===== src/rtl/sysid_pkg.sv =====
// Shared definitions for the system-ID / build-info register block:
// register addresses, CTRL/CAPS bit positions and the uptime type.
package sysid_pkg;

    localparam logic [3:0] ADDR_SYS_ID    = 4'd0;
    localparam logic [3:0] ADDR_TIMESTAMP = 4'd1;
    localparam logic [3:0] ADDR_CAPS      = 4'd2;
    localparam logic [3:0] ADDR_CTRL      = 4'd3;
    localparam logic [3:0] ADDR_UPTIME_LO = 4'd4;
    localparam logic [3:0] ADDR_UPTIME_HI = 4'd5;
    localparam logic [3:0] ADDR_SCRATCH0  = 4'd8;

    localparam int CTRL_RUN_BIT   = 0;
    localparam int CTRL_CLEAR_BIT = 1;

    localparam int CAPS_NSCR_LSB   = 0;
    localparam int CAPS_NSCR_W     = 4;
    localparam int CAPS_UPTIME_BIT = 4;
    localparam int CAPS_PRE_LSB    = 16;
    localparam int CAPS_PRE_W      = 16;

    typedef logic [63:0] uptime_t;

endpackage


===== src/rtl/sysid_uptime_ctr.sv =====
// Prescaled 64-bit uptime counter: one tick every PRESCALE cycles while run=1.
// clear zeroes both prescaler and count and wins over a coincident tick.
module sysid_uptime_ctr
    import sysid_pkg::*;
#(
    parameter int PRESCALE = 1
) (
    input  logic    clock,
    input  logic    reset_n,
    input  logic    run,
    input  logic    clear,
    output uptime_t count
);

    localparam int PW = (PRESCALE > 1) ? $clog2(PRESCALE) : 1;

    logic [PW-1:0] pre_q;
    uptime_t       cnt_q;
    logic          tick;

    assign tick  = run && (pre_q == PW'(PRESCALE - 1));
    assign count = cnt_q;

    always_ff @(posedge clock or negedge reset_n) begin
        if (!reset_n) begin
            pre_q <= '0;
            cnt_q <= '0;
        end else if (clear) begin
            pre_q <= '0;
            cnt_q <= '0;
        end else if (run) begin
            pre_q <= tick ? '0 : pre_q + 1'b1;
            if (tick)
                cnt_q <= cnt_q + 64'd1;
        end
    end

endmodule


===== src/rtl/sysid_info_regs.sv =====
// System-ID / build-info register block with scratch words and an optional
// free-running uptime counter (enabled by defining SYSID_UPTIME_EN).
module sysid_info_regs
    import sysid_pkg::*;
#(
    parameter logic [31:0] SYS_ID      = 32'h0000_0000,
    parameter logic [31:0] TIMESTAMP   = 32'h0000_0000,
    parameter int          NUM_SCRATCH = 2,
    parameter int          PRESCALE    = 1
) (
    input  logic        clock,
    input  logic        reset_n,
    input  logic [3:0]  address,
    input  logic        read,
    input  logic        write,
    input  logic [31:0] writedata,
    output logic [31:0] readdata,
    output logic        readdatavalid
);

`ifdef SYSID_UPTIME_EN
    localparam logic UPTIME_PRESENT = 1'b1;
`else
    localparam logic UPTIME_PRESENT = 1'b0;
`endif

    logic [NUM_SCRATCH-1:0][31:0] scratch_q;
    logic [3:0]                   scr_idx;
    logic                         scr_hit;
    logic [31:0]                  caps;
    logic [31:0]                  rd_mux;

    assign scr_idx = address - ADDR_SCRATCH0;
    assign scr_hit = (address >= ADDR_SCRATCH0) && (scr_idx < 4'(NUM_SCRATCH));

    always_comb begin
        caps = '0;
        caps[CAPS_NSCR_LSB +: CAPS_NSCR_W] = CAPS_NSCR_W'(NUM_SCRATCH);
        caps[CAPS_UPTIME_BIT]              = UPTIME_PRESENT;
        caps[CAPS_PRE_LSB +: CAPS_PRE_W]   = CAPS_PRE_W'(PRESCALE - 1);
    end

    always_ff @(posedge clock or negedge reset_n) begin
        if (!reset_n) begin
            scratch_q <= '0;
        end else if (write && scr_hit) begin
            for (int i = 0; i < NUM_SCRATCH; i++)
                if (scr_idx == 4'(i))
                    scratch_q[i] <= writedata;
        end
    end

`ifdef SYSID_UPTIME_EN
    logic        run_q;
    logic        ctrl_wr;
    logic        clear;
    logic [31:0] hi_snap_q;
    uptime_t     uptime;

    assign ctrl_wr = write && (address == ADDR_CTRL);
    assign clear   = ctrl_wr && writedata[CTRL_CLEAR_BIT];

    always_ff @(posedge clock or negedge reset_n) begin
        if (!reset_n)
            run_q <= 1'b0;
        else if (ctrl_wr)
            run_q <= writedata[CTRL_RUN_BIT];
    end

    // Reading LO freezes the high word so a LO-then-HI pair is coherent.
    always_ff @(posedge clock or negedge reset_n) begin
        if (!reset_n)
            hi_snap_q <= '0;
        else if (clear)
            hi_snap_q <= '0;
        else if (read && (address == ADDR_UPTIME_LO))
            hi_snap_q <= uptime[63:32];
    end

    sysid_uptime_ctr #(
        .PRESCALE (PRESCALE)
    ) u_ctr (
        .clock   (clock),
        .reset_n (reset_n),
        .run     (run_q),
        .clear   (clear),
        .count   (uptime)
    );
`endif

    // Mux sees pre-write state, so a coincident read returns old data.
    always_comb begin
        rd_mux = '0;
        case (address)
            ADDR_SYS_ID:    rd_mux = SYS_ID;
            ADDR_TIMESTAMP: rd_mux = TIMESTAMP;
            ADDR_CAPS:      rd_mux = caps;
`ifdef SYSID_UPTIME_EN
            ADDR_CTRL:      rd_mux = {31'd0, run_q};
            ADDR_UPTIME_LO: rd_mux = uptime[31:0];
            ADDR_UPTIME_HI: rd_mux = hi_snap_q;
`endif
            default:        rd_mux = '0;
        endcase
        if (scr_hit)
            for (int i = 0; i < NUM_SCRATCH; i++)
                if (scr_idx == 4'(i))
                    rd_mux = scratch_q[i];
    end

    always_ff @(posedge clock or negedge reset_n) begin
        if (!reset_n) begin
            readdata      <= '0;
            readdatavalid <= 1'b0;
        end else begin
            readdatavalid <= read;
            if (read)
                readdata <= rd_mux;
        end
    end

endmodule


===== config.mk =====
export PLATFORM = sky130hd
export DESIGN_NAME = sysid_info_regs
export DESIGN_NICKNAME = d
export VERILOG_FILES = /design/src/rtl/sysid_pkg.sv /design/src/rtl/sysid_uptime_ctr.sv /design/src/rtl/sysid_info_regs.sv
export SDC_FILE = /design/constraint.sdc
export NUM_CORES = 1
export LEC_CHECK = 0
export BUFFER_PORTS_ARGS = -buffer_cell sky130_fd_sc_hd__buf_2
export CAP_MARGIN = 0
export CORE_MARGIN = 2
export CORE_UTILIZATION = 52
export CTS_BUF_LIST = sky130_fd_sc_hd__clkbuf_8
export DETAILED_ROUTE_END_ITERATION = 6
export PLACE_DENSITY = 0.78
export SYNTH_ARGS = -nofsm -noshare
export SYNTH_HDL_FRONTEND = slang
export SYNTH_HIERARCHICAL = 1
export SYNTH_SLANG_ARGS = --single-unit

===== constraint.sdc =====
create_clock -name clock -period 0.9 [get_ports clock]
set_input_delay 0.135 -clock clock [delete_from_list [all_inputs] [get_ports clock]]
set_output_delay 0.135 -clock clock [all_outputs]
set_load 0.05 [all_outputs]

Yosys cells after proc, flatten, opt, wreduce, memory -nomap -nowiden
Index checks and enable logic that the tools add are counted.
Widths: inputs -> output; s select.
{"block": "totals", "latch_bits": 0, "rom_bits": 0, "inputBits": 40, "memories": 0, "ramBits": 0, "regBits": 97, "wordCells": 18}
{"block": "classes", "n_mux": 4, "div_mod_pow": 0, "reduce_logical": 5, "n_shift": 0, "n_eq_ne": 2, "mul": 0, "bitwise_logic": 0, "magnitude_cmp": 2, "addsub": 1}
{"operator": "$mux 32", "count": 3}
{"operator": "$eq 4x1->1 const B", "count": 1}
{"operator": "$eq 4x2->1 const B", "count": 1}
{"operator": "$ge 4x4->1 const B", "count": 1}
{"operator": "$logic_not 4->1", "count": 1}
{"operator": "$lt 4x2->1 const B", "count": 1}
{"operator": "$reduce_and 2->1", "count": 2}
{"operator": "$sub 4x4->4 const B", "count": 1}
{"operator": "$logic_and 1x1->1", "count": 2}
{"operator": "$mux 2", "count": 1}

Longest topological paths before layout
{"block": "logic_depth", "depth_word": 5, "ltp_mapped": 5}

Worst setup path before layout
OpenSTA, ideal clock, no wires.
{"block": "synth_timing", "path_type": "input -> register", "startpoint": "input port address[2]", "endpoint": "register scratch_q[10] in the netlist's numbering", "path_stages": 5, "arrival_time_ns": 1.151, "required_time_ns": 0.775, "setup_ns": 0.125, "slack_ns": -0.376, "path_cell_list": "and4bb_1 > nor2b_1 > clkbuf_2 > buf_6 > mux2_2"}
{"block": "synth_via", "elab_chain_len": 5, "elab_cells_between_ends": 7}
{"element": "start, declared", "line": "sysid_info_regs.sv:13", "rtl": "input logic [3:0] address,"}
{"element": "$sub 4x4->4", "line": "sysid_info_regs.sv:33", "rtl": "assign scr_idx = address - ADDR_SCRATCH0;"}
{"element": "$lt 4x2->1", "line": "sysid_info_regs.sv:34", "rtl": "assign scr_hit = (address >= ADDR_SCRATCH0) && (scr_idx < 4'(NUM_SCRATCH));"}
{"element": "$logic_and 1x1->1", "line": "sysid_info_regs.sv:34"}
{"element": "$logic_and 1x1->1", "line": "sysid_info_regs.sv:46", "rtl": "end else if (write && scr_hit) begin"}
{"element": "$reduce_and 2->1 (no line) *"}
{"element": "end signal, assigned by index", "line": "sysid_info_regs.sv:49", "rtl": "scratch_q[i] <= writedata;"}
{"element": "end, declared", "line": "sysid_info_regs.sv:27", "rtl": "logic [NUM_SCRATCH-1:0][31:0] scratch_q;"}
Every way passes the cells marked *; elsewhere a longest branch is shown, timed or not.
A chain may end at the register's enable or synchronous reset.

Final worst setup path
{"block": "layout_timing", "startpoint": "register readdata[25]", "endpoint": "output port readdata[25]"}
{"element": "start, declared", "line": "sysid_info_regs.sv:17", "rtl": "output logic [31:0] readdata,"}
{"element": "start signal, assigned", "line": "sysid_info_regs.sv:118", "rtl": "readdata <= rd_mux;"}
No word-level cell between the ends.

==> impl_metrics.ini <==
[placement]
place_area_sq_um = 5030
gp_congestion = 0.740
dpl.hpwl_um = 5470
numPortBuffers = 72

[cells_and_area]
layout-drive-gt1-share_pct = 65.0
final_cell_mix = 96 x dfrtp_1, 62 x mux2_4, 53 x buf_4
layout_commonest_cell = dfrtp_1
nets = 491
final_area_sq_um = 6110
diodes = 0
area_growth_pct = 48.5
fin_util_pct = 79.5

[worst_setup_path]
reg2reg_depth = 3
worst-path-stages = 1
path_buf_inv = 1
critical_path.max_fanout = 2
critPathLaunchType = flip-flop
worst_path_dominant_cell_family = flip-flops
crit_path_top_delay_cell = dfrtp_1
crit_chain = buf_6
crit_path_end_kind = output pin
crit_type = reg -> out
crit_arrival_ps = 960
cp.required_ps = 760
critPathMaxStageDelay_ps = 430

[global_route]
gr-usage-met3_pct = 4.19
grt.met2_usage_pct = 35.6
met1_usage_pct = 28.5
grt_pass1_wl_um = 14400
track_usage_pct = 21.5
gr-total-overflow = 0
grt-busiest-layer = met2
grt_max_degree = 73
antenna_found_initial = 0
first_global_vias = 2975

[power]
power_density_nw_per_um2 = 1860
leakage_nw = 2.89
share_comb_of_total_power_pct = 26.8
seqPwrFrac_pct = 49.0
clkPwrFrac_pct = 24.2
p_sw_w = 0.00308
intPower_w = 0.00827
ir_drop_v = 0.00102
swShare_pct = 27.2

[drt]
vias = 2974
wl_um = 10500
first_pass_iters = 4
detail-route-antenna-nets = 0
avgViaCountPerCell = 5.35
avgRoutedWirePerCell_um = 18.8
drt-initial-drc-count = 163
drc = 0

[synth]
synth_xor_area_share_pct = 0
netlist_area_sq_um = 4120
synth_compound_area_share_pct = 3.98
synth_adder_area_share_pct = 0
seq_area_frac_synth_pct = 58.9
synth_mux_area_share_pct = 26.3
synth_top_family_by_area = multiplexers
yosys.area_share.simple_pct = 4.98
synth_cells = 317
ys_ff_latch = 97
synth_warnings = 6
ys_types = 20
syn-mean-instance-area_sq_um = 13.0
syn_nets = 357

[clock_tree]
clock-root-buffer = clkbuf_8
htree_levels = 3
clock_path_buffers = 2
numCtsBuffers = 9
clk_latency_ps = 350
path_clk_slew_ps = 90
cts_sinks = 97
tritoncts = built

[timing]
fmax_ghz = 0.915
slew_viol_final = 0
finalHoldViolCount = 0
slew_headroom_pct = 74.6
worstMarginPinSlew_ps = 381
setup_viol = 121
period_minus_slack_ps = 1090
layout_setup_ws_ps = -193
fin_skew_ps = 7.68
finalCritPeriodShare_pct = 121
rsz0062_at_grt = yes

[die]
initial_core_util_pct = 53.6
pin_count = 73
core_area_sq_um = 7690
die_area_sq_um = 8650
fp-row-count = 32
fp.dieH_um = 93.0
die_x_um = 93.0

[hold_path]
min_path_type = in -> reg
min_path_cells = 2

[outcome]
violations = negative setup slack
status = finished, violations left

[run]
max-cap-violations = 0
==> layout make-up <==
class	instances	area, sq um
Inverter	32	120
Clock inverter	4	46.3
Fill cell	424	1570
Timing Repair Buffer	144	1340
Clock buffer	10	138
Tap cell	102	128
Multi-Input combinational cell	167	1910
Sequential cell	97	2430
==> flip-flops by register name, indices dropped and copies added (netlist names) <==
signal	cells
readdatavalid	1
scratch_q	64
readdata	32
==> logic make-up after synthesis <==
kind of cell | count (synthesis)
multiplexers | 96
AO/OA/AOI/OAI | 32
flip-flops | 97
buffers and inverters | 53
AND/OR/NAND/NOR | 39
==> metrics by stage <==
step                TNS, ps  setup WS (ps)  power (W)  cells  hold WS (ps)
CTS                   -9970           -168     0.0109    519          12.1
detailed placement   -38240           -532    0.00780    490           173
global placement     -35810           -472    0.00766    490           167
finish               -12630           -193     0.0113    556          26.9
global route         -14990           -207     0.0118    556          20.8
floorplan            -18430           -358    0.00719    317          -161
==> power groups by stage <==
stage          Sequential (W)  Clock (W)  Combinational [W]
6_report              0.00556    0.00274            0.00304
2_1_floorplan         0.00573          0            0.00145
3_5_place_dp          0.00557          0            0.00223
4_1_cts               0.00551    0.00276            0.00259
5_1_grt               0.00562    0.00299            0.00323
3_3_place_gp          0.00551          0            0.00215
==> timing repair <==
action,CTS,global route
hold buffers,1,0
hold endpoints to repair,97,0
gates cloned,0,7
resized for setup,95,26
endpoints found under the setup margin,114,129
pin swaps,0,8
buffers inserted,14,30
==> layer usage <==
metal	vias to the layer above	part of all wire, %
li1	1351	-
met1	1503	42
met2	103	51
met3	17	5.2
met4	0	2.1
met5	-	0
==> synth_stat cells <==
master | n | area (sq um)
nor2_1 | 1 | 3.75
nand2_1 | 2 | 7.51
nor2b_1 | 2 | 12.5
nor3b_1 | 1 | 7.51
mux2_2 | 94 | 1060
clkbuf_1 | 6 | 22.5
buf_6 | 3 | 33.8
mux2i_1 | 1 | 10.0
nand3_1 | 31 | 155
mux2_4 | 1 | 15.0
buf_1 | 1 | 3.75
o221ai_1 | 1 | 8.76
and4bb_1 | 1 | 12.5
buf_4 | 1 | 7.51
clkbuf_2 | 1 | 5.00
buf_2 | 9 | 45.0
dfrtp_1 | 97 | 2430
inv_1 | 32 | 120
nand4_1 | 1 | 6.26
o21ai_0 | 31 | 155
==> final timing paths <==
check                              start             to  slack [ps]
max in group asynchronous        reset_n    readdata[1]         240
setup / recovery            readdata[25]   readdata[25]        -190
min in group asynchronous        reset_n  scratch_q[37]         330
hold reg to reg            scratch_q[12]  scratch_q[12]         520
hold / removal             writedata[26]  scratch_q[26]          30
setup reg to reg           scratch_q[25]   readdata[25]         -60
No activity file was read; power rests on OpenSTA's default activity.
